--- src/rtl/wt_cache_pkg.sv ---
// Shared types for the write-through data cache load-port arbiter.
package wt_cache_pkg;

    localparam int unsigned DCACHE_INDEX_WIDTH = 12;
    localparam int unsigned DCACHE_TAG_WIDTH   = 44;
    localparam int unsigned XLEN               = 64;
    localparam int unsigned IDLE_CNT_W         = 16;

    typedef enum logic {OWN_CPU, OWN_PF} arb_owner_e;
    typedef enum logic {CPU_OWN, PF_OWN} arb_state_e;

    // Request side of a cache load port: request phase then tag phase.
    typedef struct packed {
        logic [DCACHE_INDEX_WIDTH-1:0] address_index;
        logic [DCACHE_TAG_WIDTH-1:0]   address_tag;
        logic [XLEN-1:0]               data_wdata;
        logic                          data_req;
        logic                          data_we;
        logic [XLEN/8-1:0]             data_be;
        logic [1:0]                    data_size;
        logic                          kill_req;
        logic                          tag_valid;
    } dcache_req_i_t;

    // Response side of a cache load port.
    typedef struct packed {
        logic            data_gnt;
        logic            data_rvalid;
        logic [XLEN-1:0] data_rdata;
    } dcache_req_o_t;

endpackage

--- src/rtl/dcache_owner_fifo.sv ---
// In-order FIFO recording which requester owns each granted, unanswered request.
module dcache_owner_fifo #(
    parameter int unsigned Depth = 4
) (
    input  logic                       clk,
    input  logic                       rst_i,
    input  logic                       push_i,
    input  logic                       data_i,
    input  logic                       pop_i,
    output logic                       data_o,
    output logic                       full_o,
    output logic                       empty_o,
    output logic [$clog2(Depth):0]     count_o
);

    localparam int unsigned AW = $clog2(Depth);

    logic [Depth-1:0] mem_q, mem_d;
    logic [AW-1:0]    wr_ptr_q, wr_ptr_d;
    logic [AW-1:0]    rd_ptr_q, rd_ptr_d;
    logic [AW:0]      cnt_q, cnt_d;
    logic             push_ok, pop_ok;

    assign full_o  = (cnt_q == (AW+1)'(Depth));
    assign empty_o = (cnt_q == '0);
    assign count_o = cnt_q;
    assign data_o  = mem_q[rd_ptr_q];

    // A pop frees the head slot this cycle, so push is accepted when full if popping too.
    assign pop_ok  = pop_i && !empty_o;
    assign push_ok = push_i && (!full_o || pop_ok);

    // Next-state for storage, pointers (wrapping by power-of-2 overflow) and occupancy.
    always_comb begin
        mem_d    = mem_q;
        wr_ptr_d = wr_ptr_q;
        rd_ptr_d = rd_ptr_q;
        cnt_d    = cnt_q;
        if (push_ok) begin
            mem_d[wr_ptr_q] = data_i;
            wr_ptr_d        = wr_ptr_q + AW'(1);
        end
        if (pop_ok) begin
            rd_ptr_d = rd_ptr_q + AW'(1);
        end
        case ({push_ok, pop_ok})
            2'b10:   cnt_d = cnt_q + (AW+1)'(1);
            2'b01:   cnt_d = cnt_q - (AW+1)'(1);
            default: cnt_d = cnt_q;
        endcase
    end

    // FIFO state register; reset discards every recorded owner.
    always_ff @(posedge clk) begin
        if (rst_i) begin
            mem_q    <= '0;
            wr_ptr_q <= '0;
            rd_ptr_q <= '0;
            cnt_q    <= '0;
        end else begin
            mem_q    <= mem_d;
            wr_ptr_q <= wr_ptr_d;
            rd_ptr_q <= rd_ptr_d;
            cnt_q    <= cnt_d;
        end
    end

endmodule

--- src/rtl/dcache_port_arbiter.sv ---
// Shares one dcache load port between the CPU load unit (priority) and the
// prefetch engine, steering request and tag phases and routing responses.
module dcache_port_arbiter
    import wt_cache_pkg::*;
#(
    parameter int unsigned IdleThres      = 255,
    parameter int unsigned MaxOutstanding = 4
) (
    input  logic                            clk,
    input  logic                            rst_i,
    input  dcache_req_i_t                   cpu_req_i,
    output dcache_req_o_t                   cpu_rsp_o,
    input  dcache_req_i_t                   pf_req_i,
    output dcache_req_o_t                   pf_rsp_o,
    output dcache_req_i_t                   cache_req_o,
    input  dcache_req_o_t                   cache_rsp_i,
    output logic                            pf_active_o,
    output logic [$clog2(MaxOutstanding):0] outstanding_o
);

    arb_state_e              state_q, state_d;
    arb_owner_e              req_own;
    arb_owner_e              tag_own_q, tag_own_d;
    logic                    tag_own_vld_q, tag_own_vld_d;
    logic [IDLE_CNT_W-1:0]   idle_cnt_q, idle_cnt_d;
    arb_owner_e              head_own;
    logic                    fifo_head;
    logic                    fifo_full, fifo_empty;
    logic                    gnt, rvalid, pf_locked;
    dcache_req_i_t           req_sel, tag_sel;

    // Request ownership is a pure function of the registered state, so it is stable all cycle.
    assign req_own  = (state_q == PF_OWN) ? OWN_PF : OWN_CPU;
    assign req_sel  = (req_own == OWN_PF) ? pf_req_i : cpu_req_i;
    assign tag_sel  = (tag_own_q == OWN_PF) ? pf_req_i : cpu_req_i;
    assign head_own = arb_owner_e'(fifo_head);

    assign gnt       = cache_rsp_i.data_gnt;
    assign rvalid    = cache_rsp_i.data_rvalid && !fifo_empty;
    assign pf_locked = pf_req_i.data_req && !gnt;

    assign pf_active_o = (state_q == PF_OWN);

    dcache_owner_fifo #(
        .Depth   (MaxOutstanding)
    ) i_owner_fifo (
        .clk     (clk),
        .rst_i   (rst_i),
        .push_i  (gnt),
        .data_i  (req_own == OWN_PF),
        .pop_i   (rvalid),
        .data_o  (fifo_head),
        .full_o  (fifo_full),
        .empty_o (fifo_empty),
        .count_o (outstanding_o)
    );

    // Ownership FSM: prefetcher enters only after a CPU-idle interval, and leaves
    // for the CPU only once its own pending request has been granted.
    always_comb begin
        state_d = state_q;
        case (state_q)
            CPU_OWN: begin
                if ((32'(idle_cnt_q) >= IdleThres) && pf_req_i.data_req &&
                    !cpu_req_i.data_req && !fifo_full) begin
                    state_d = PF_OWN;
                end
            end
            PF_OWN: begin
                if (!pf_req_i.data_req || (cpu_req_i.data_req && !pf_locked)) begin
                    state_d = CPU_OWN;
                end
            end
            default: state_d = CPU_OWN;
        endcase
    end

    // Idle counter and tag-phase owner next-state.
    always_comb begin
        idle_cnt_d    = '0;
        tag_own_d     = tag_own_q;
        tag_own_vld_d = gnt;
        if (!cpu_req_i.data_req && fifo_empty) begin
            idle_cnt_d = (idle_cnt_q == '1) ? idle_cnt_q : idle_cnt_q + IDLE_CNT_W'(1);
        end
        if (gnt) begin
            tag_own_d = req_own;
        end
    end

    // Field muxes toward the cache and response routing back to the requesters.
    always_comb begin
        cache_req_o = '0;
        cpu_rsp_o   = '0;
        pf_rsp_o    = '0;
        if (!rst_i) begin
            cache_req_o.address_index = req_sel.address_index;
            cache_req_o.data_req      = req_sel.data_req && !fifo_full;
            cache_req_o.data_we       = req_sel.data_we;
            cache_req_o.data_be       = req_sel.data_be;
            cache_req_o.data_size     = req_sel.data_size;
            cache_req_o.data_wdata    = req_sel.data_wdata;
            if (tag_own_vld_q) begin
                cache_req_o.address_tag = tag_sel.address_tag;
                cache_req_o.tag_valid   = tag_sel.tag_valid;
                cache_req_o.kill_req    = tag_sel.kill_req;
            end
            if (req_own == OWN_CPU) cpu_rsp_o.data_gnt = gnt;
            else                    pf_rsp_o.data_gnt  = gnt;
            if (rvalid) begin
                if (head_own == OWN_CPU) begin
                    cpu_rsp_o.data_rvalid = 1'b1;
                    cpu_rsp_o.data_rdata  = cache_rsp_i.data_rdata;
                end else begin
                    pf_rsp_o.data_rvalid  = 1'b1;
                    pf_rsp_o.data_rdata   = cache_rsp_i.data_rdata;
                end
            end
        end
    end

    // State, idle counter and tag owner registers.
    always_ff @(posedge clk) begin
        if (rst_i) begin
            state_q       <= CPU_OWN;
            tag_own_q     <= OWN_CPU;
            tag_own_vld_q <= 1'b0;
            idle_cnt_q    <= '0;
        end else begin
            state_q       <= state_d;
            tag_own_q     <= tag_own_d;
            tag_own_vld_q <= tag_own_vld_d;
            idle_cnt_q    <= idle_cnt_d;
        end
    end

    // A response with nobody waiting for it means the cache broke the protocol.
    always_ff @(posedge clk) begin
        if (!rst_i) begin
            assert (!(cache_rsp_i.data_rvalid && fifo_empty));
        end
    end

endmodule

--- config.mk ---
export PLATFORM = sky130hd
export DESIGN_NAME = dcache_port_arbiter
export DESIGN_NICKNAME = d
export VERILOG_FILES = /design/src/rtl/wt_cache_pkg.sv /design/src/rtl/dcache_owner_fifo.sv /design/src/rtl/dcache_port_arbiter.sv
export SDC_FILE = /design/constraint.sdc
export NUM_CORES = 1
export LEC_CHECK = 0
export CAP_MARGIN = 10
export CORE_AREA = 2 2 233 235
export DETAILED_ROUTE_END_ITERATION = 10
export DIE_AREA = 0 0 235 237
export MAX_ROUTING_LAYER = met4
export SETUP_SLACK_MARGIN = 0.1
export SLEW_MARGIN = 20
export SYNTH_ARGS = -nofsm -noshare
export SYNTH_HDL_FRONTEND = slang
export SYNTH_SLANG_ARGS = --single-unit
--- constraint.sdc ---
create_clock -name clk -period 2.6 [get_ports clk]
set_input_delay 0.78 -clock clk [delete_from_list [all_inputs] [get_ports clk]]
set_output_delay 0.78 -clock clk [all_outputs]
set_load 0.03 [all_outputs]
==> results.ini <==
[place]
pre_cts_ws_ps = -644
dp_hpwl_mm = 30.1
placed_cells = 1914
gp_congestion = 0.861
port_buffers = 605

[floorplan]
core_area_um2 = 53300
dieArea_um2 = 55700
num_io_pins = 606
die_w_um = 235
die_h_um = 237
initial_utilization_pct = 8.30
rows = 85

[logic_synthesis]
synth_edf_count = 0
ys_seq_elements = 30
synth.top_cell.area_share_pct = 31.9
ys_types = 44
ys_seq_area_share_pct = 13.6
ys.flop_type = dfxtp_1
synth_fp_nets = 968
synth_area_leaders = mux2i_1 (32%), and2_1 (18%), dfxtp_1 (14%)
postSynth.asyncResetShare_pct = 0
synth_top_area_cell = mux2i_1
synth_area_um2 = 4420
synthCells = 625
avgSynthCellArea_um2 = 7.08
yosysWarnings = 0

[timing]
worst_pin_slew_ps = 413
finalCritPeriodShare_pct = 111
finalClockSkew_ps = 13.2
maxSlewHeadroom_pct = 72.2
hold_violations = 0
finalSetupViolCount = 130
worst_slack_ps = -284
fmax_ghz = 0.347
min_period_ps = 2880
rsz0062_at_grt = yes
report.final.slew_viol_count = 0

[cells_and_area]
fin_nets = 1602
final_common_cell = clkdlybuf4s50_1
fillers = 5637
layout_common_cells = clkdlybuf4s50_1 (318), buf_4 (157), mux2i_1 (138)
final_cells = 1958
syn_to_final_growth_pct = 206
final_layout_size_suffix_gt1_share_pct = 42.9

[critical_path]
path_class = reg -> out
critPathMaxStageDelay_ps = 560
cp_slowest_cell = mux4_2
endpoint_kind = output port
worstPathCellList = mux4_2 > buf_6 > nor3_4 > buf_12 > buf_12 > and2_1 > buf_6
cp_top_family = buffers and inverters
cp.required_ps = 1820
crit_arrival_ps = 2100
worstSetupStartpointType = register
path_buf_inv = 4
crit_fanout = 33

[clock_tree]
cts_buffers = 5
clock_tree.root_cell = clkbuf_16
cts_max_path_buffers = 2
clk_pin_slew_ps = 60
htree_levels = 2
clk_latency_ps = 280
cts_sinks = 30
cts_tree = built

[run_status]
violations = setup timing
status = complete, but fails checks

[pwr]
power.share.switching_pct = 40.2
comb_power_share_pct = 69.2
pwr-share-clk_pct = 16.4
p_switching_w = 0.00146
internal_power_w = 0.00218
max-vdd-ir-drop_v = 0.000242
leakagePower_nw = 5.28
power_density_nw_per_um2 = 269
seqPwrFrac_pct = 14.4

[grt]
globalRoute.totalOverflow = 0
grt_pass1_wl_mm = 50.6
grt_pass1_vias = 6968
grt_usage_pct = 12.8
grt_start_max_net_pins = 43
antenna_found_initial = 14

[routing]
vias = 7116
routed_via_density = 3.63
postRouteAntennaNets = 0
wl_per_cell_um = 19.0
drtIter0Drc = 252
firstDrtPassIters = 4
routed_wl_mm = 37.3
drc = 0

[flow_run]
drv_cap = 0

[hold_path]
hold_path.class = reg -> reg

-- cells in the mapped netlist (6+ instances only) --
cell type  count
a21oi_1        9
and2_1       130
buf_2         16
clkbuf_1      21
clkbuf_2      11
dfxtp_1       30
ha_1           6
inv_1          6
mux2i_1      141
nand2_1       18
nand3_1       10
nor2_1       153
o21ai_0        6
-- per-stage QoR --
stage	TNS (ps)	utilization (%)	instance area, um2	power [W]	hold WS, ps
floorplan	0	-	4910	0.00158	453
global placement	-74210	23.0	12300	0.00287	466
detailed placement	-77590	23.0	12300	0.00289	484
CTS	-33540	24.8	13200	0.00364	497
global route	-42100	25.4	13500	0.00382	525
finish	-31690	25.4	13500	0.00364	500
-- worst reg2reg max path: stages, from the launching register on --
cell and delay (ps):
dfxtp_1 310, buf_4 160, nor4b_4 300, nand2b_4 180, ha_2 180, inv_1 50, fa_2 330, xor2_1 150
or3_1 300, a21oi_1 140
-- routing by layer --
layer  track usage (%)  share of wire (%)  vias up
li1                  -                  -     3378
met1              13.9                 38     3238
met2              23.9                 53      441
met3              2.19                6.6       59
met4              3.39                2.6        0
met5                 -                  0        -
-- path summary, 6_finish.rpt --
check,depth (start not counted),startpoint,end,slack (ps)
setup / recovery,7,i_owner_fifo.rd_ptr_q[0]$_SDFFE_PP0P_,cpu_rsp_o[2],-280
hold / removal,2,i_owner_fifo.mem_q[1]$_SDFFE_PP0P_,i_owner_fifo.mem_q[1]$_SDFFE_PP0P_,500
setup reg to reg,9,i_owner_fifo.count_o[1]$_SDFFE_PP0P_,i_owner_fifo.count_o[2]$_SDFFE_PP0P_,440
hold reg to reg,2,i_owner_fifo.mem_q[1]$_SDFFE_PP0P_,i_owner_fifo.mem_q[1]$_SDFFE_PP0P_,500
-- power by group through the flow --
stage          clock network, W  logic, W  registers (W)
2_1_floorplan                 0  0.000995       0.000585
3_3_place_gp                  0   0.00234       0.000532
3_5_place_dp                  0   0.00235       0.000535
4_1_cts                0.000609   0.00250       0.000527
5_1_grt                0.000642   0.00265       0.000531
6_report               0.000597   0.00252       0.000526
-- state kept, by name (all words and copies together), names as in the netlist --
name	flops
idle_cnt_q	16
i_owner_fifo.mem_q	4
i_owner_fifo.count_o	3
i_owner_fifo.rd_ptr_q	2
i_owner_fifo.wr_ptr_q	2
pf_active_o	1
tag_own_q	1
tag_own_vld_q	1
-- cell families after synthesis --
kind of cell | after synthesis | synth area share, %
fa+ha+maj | 7 | 2.15
mux | 142 | 32.4
compound gates | 33 | 4.78
flops | 30 | 13.6
simple gates | 345 | 39.5
xor+xnor | 8 | 1.58
buf+inv | 60 | 5.94
-- what timing repair did --
| item | CTS | global route |
|---|---|---|
| endpoints found under the setup margin | 164 | 186 |
| gates cloned | 10 | 4 |
| resized for setup | 183 | 38 |
| hold buffers | 0 | 0 |
| pin swaps | 20 | 14 |
| buffers inserted | 9 | 11 |
-- cell type report --
| type | instances | area [um2] | area share, % |
|---|---|---|---|
| Antenna cell | 2 | 5.00 | 0.0370 |
| Clock buffer | 6 | 139 | 1.03 |
| Clock inverter | 2 | 12.5 | 0.0925 |
| Inverter | 6 | 22.5 | 0.167 |
| Multi-Input combinational cell | 535 | 4200 | 31.1 |
| Sequential cell | 30 | 609 | 4.51 |
| Tap cell | 696 | 871 | 6.44 |
| Timing Repair Buffer | 681 | 7660 | 56.7 |
Note: power is estimated with default switching activity, not from simulation.
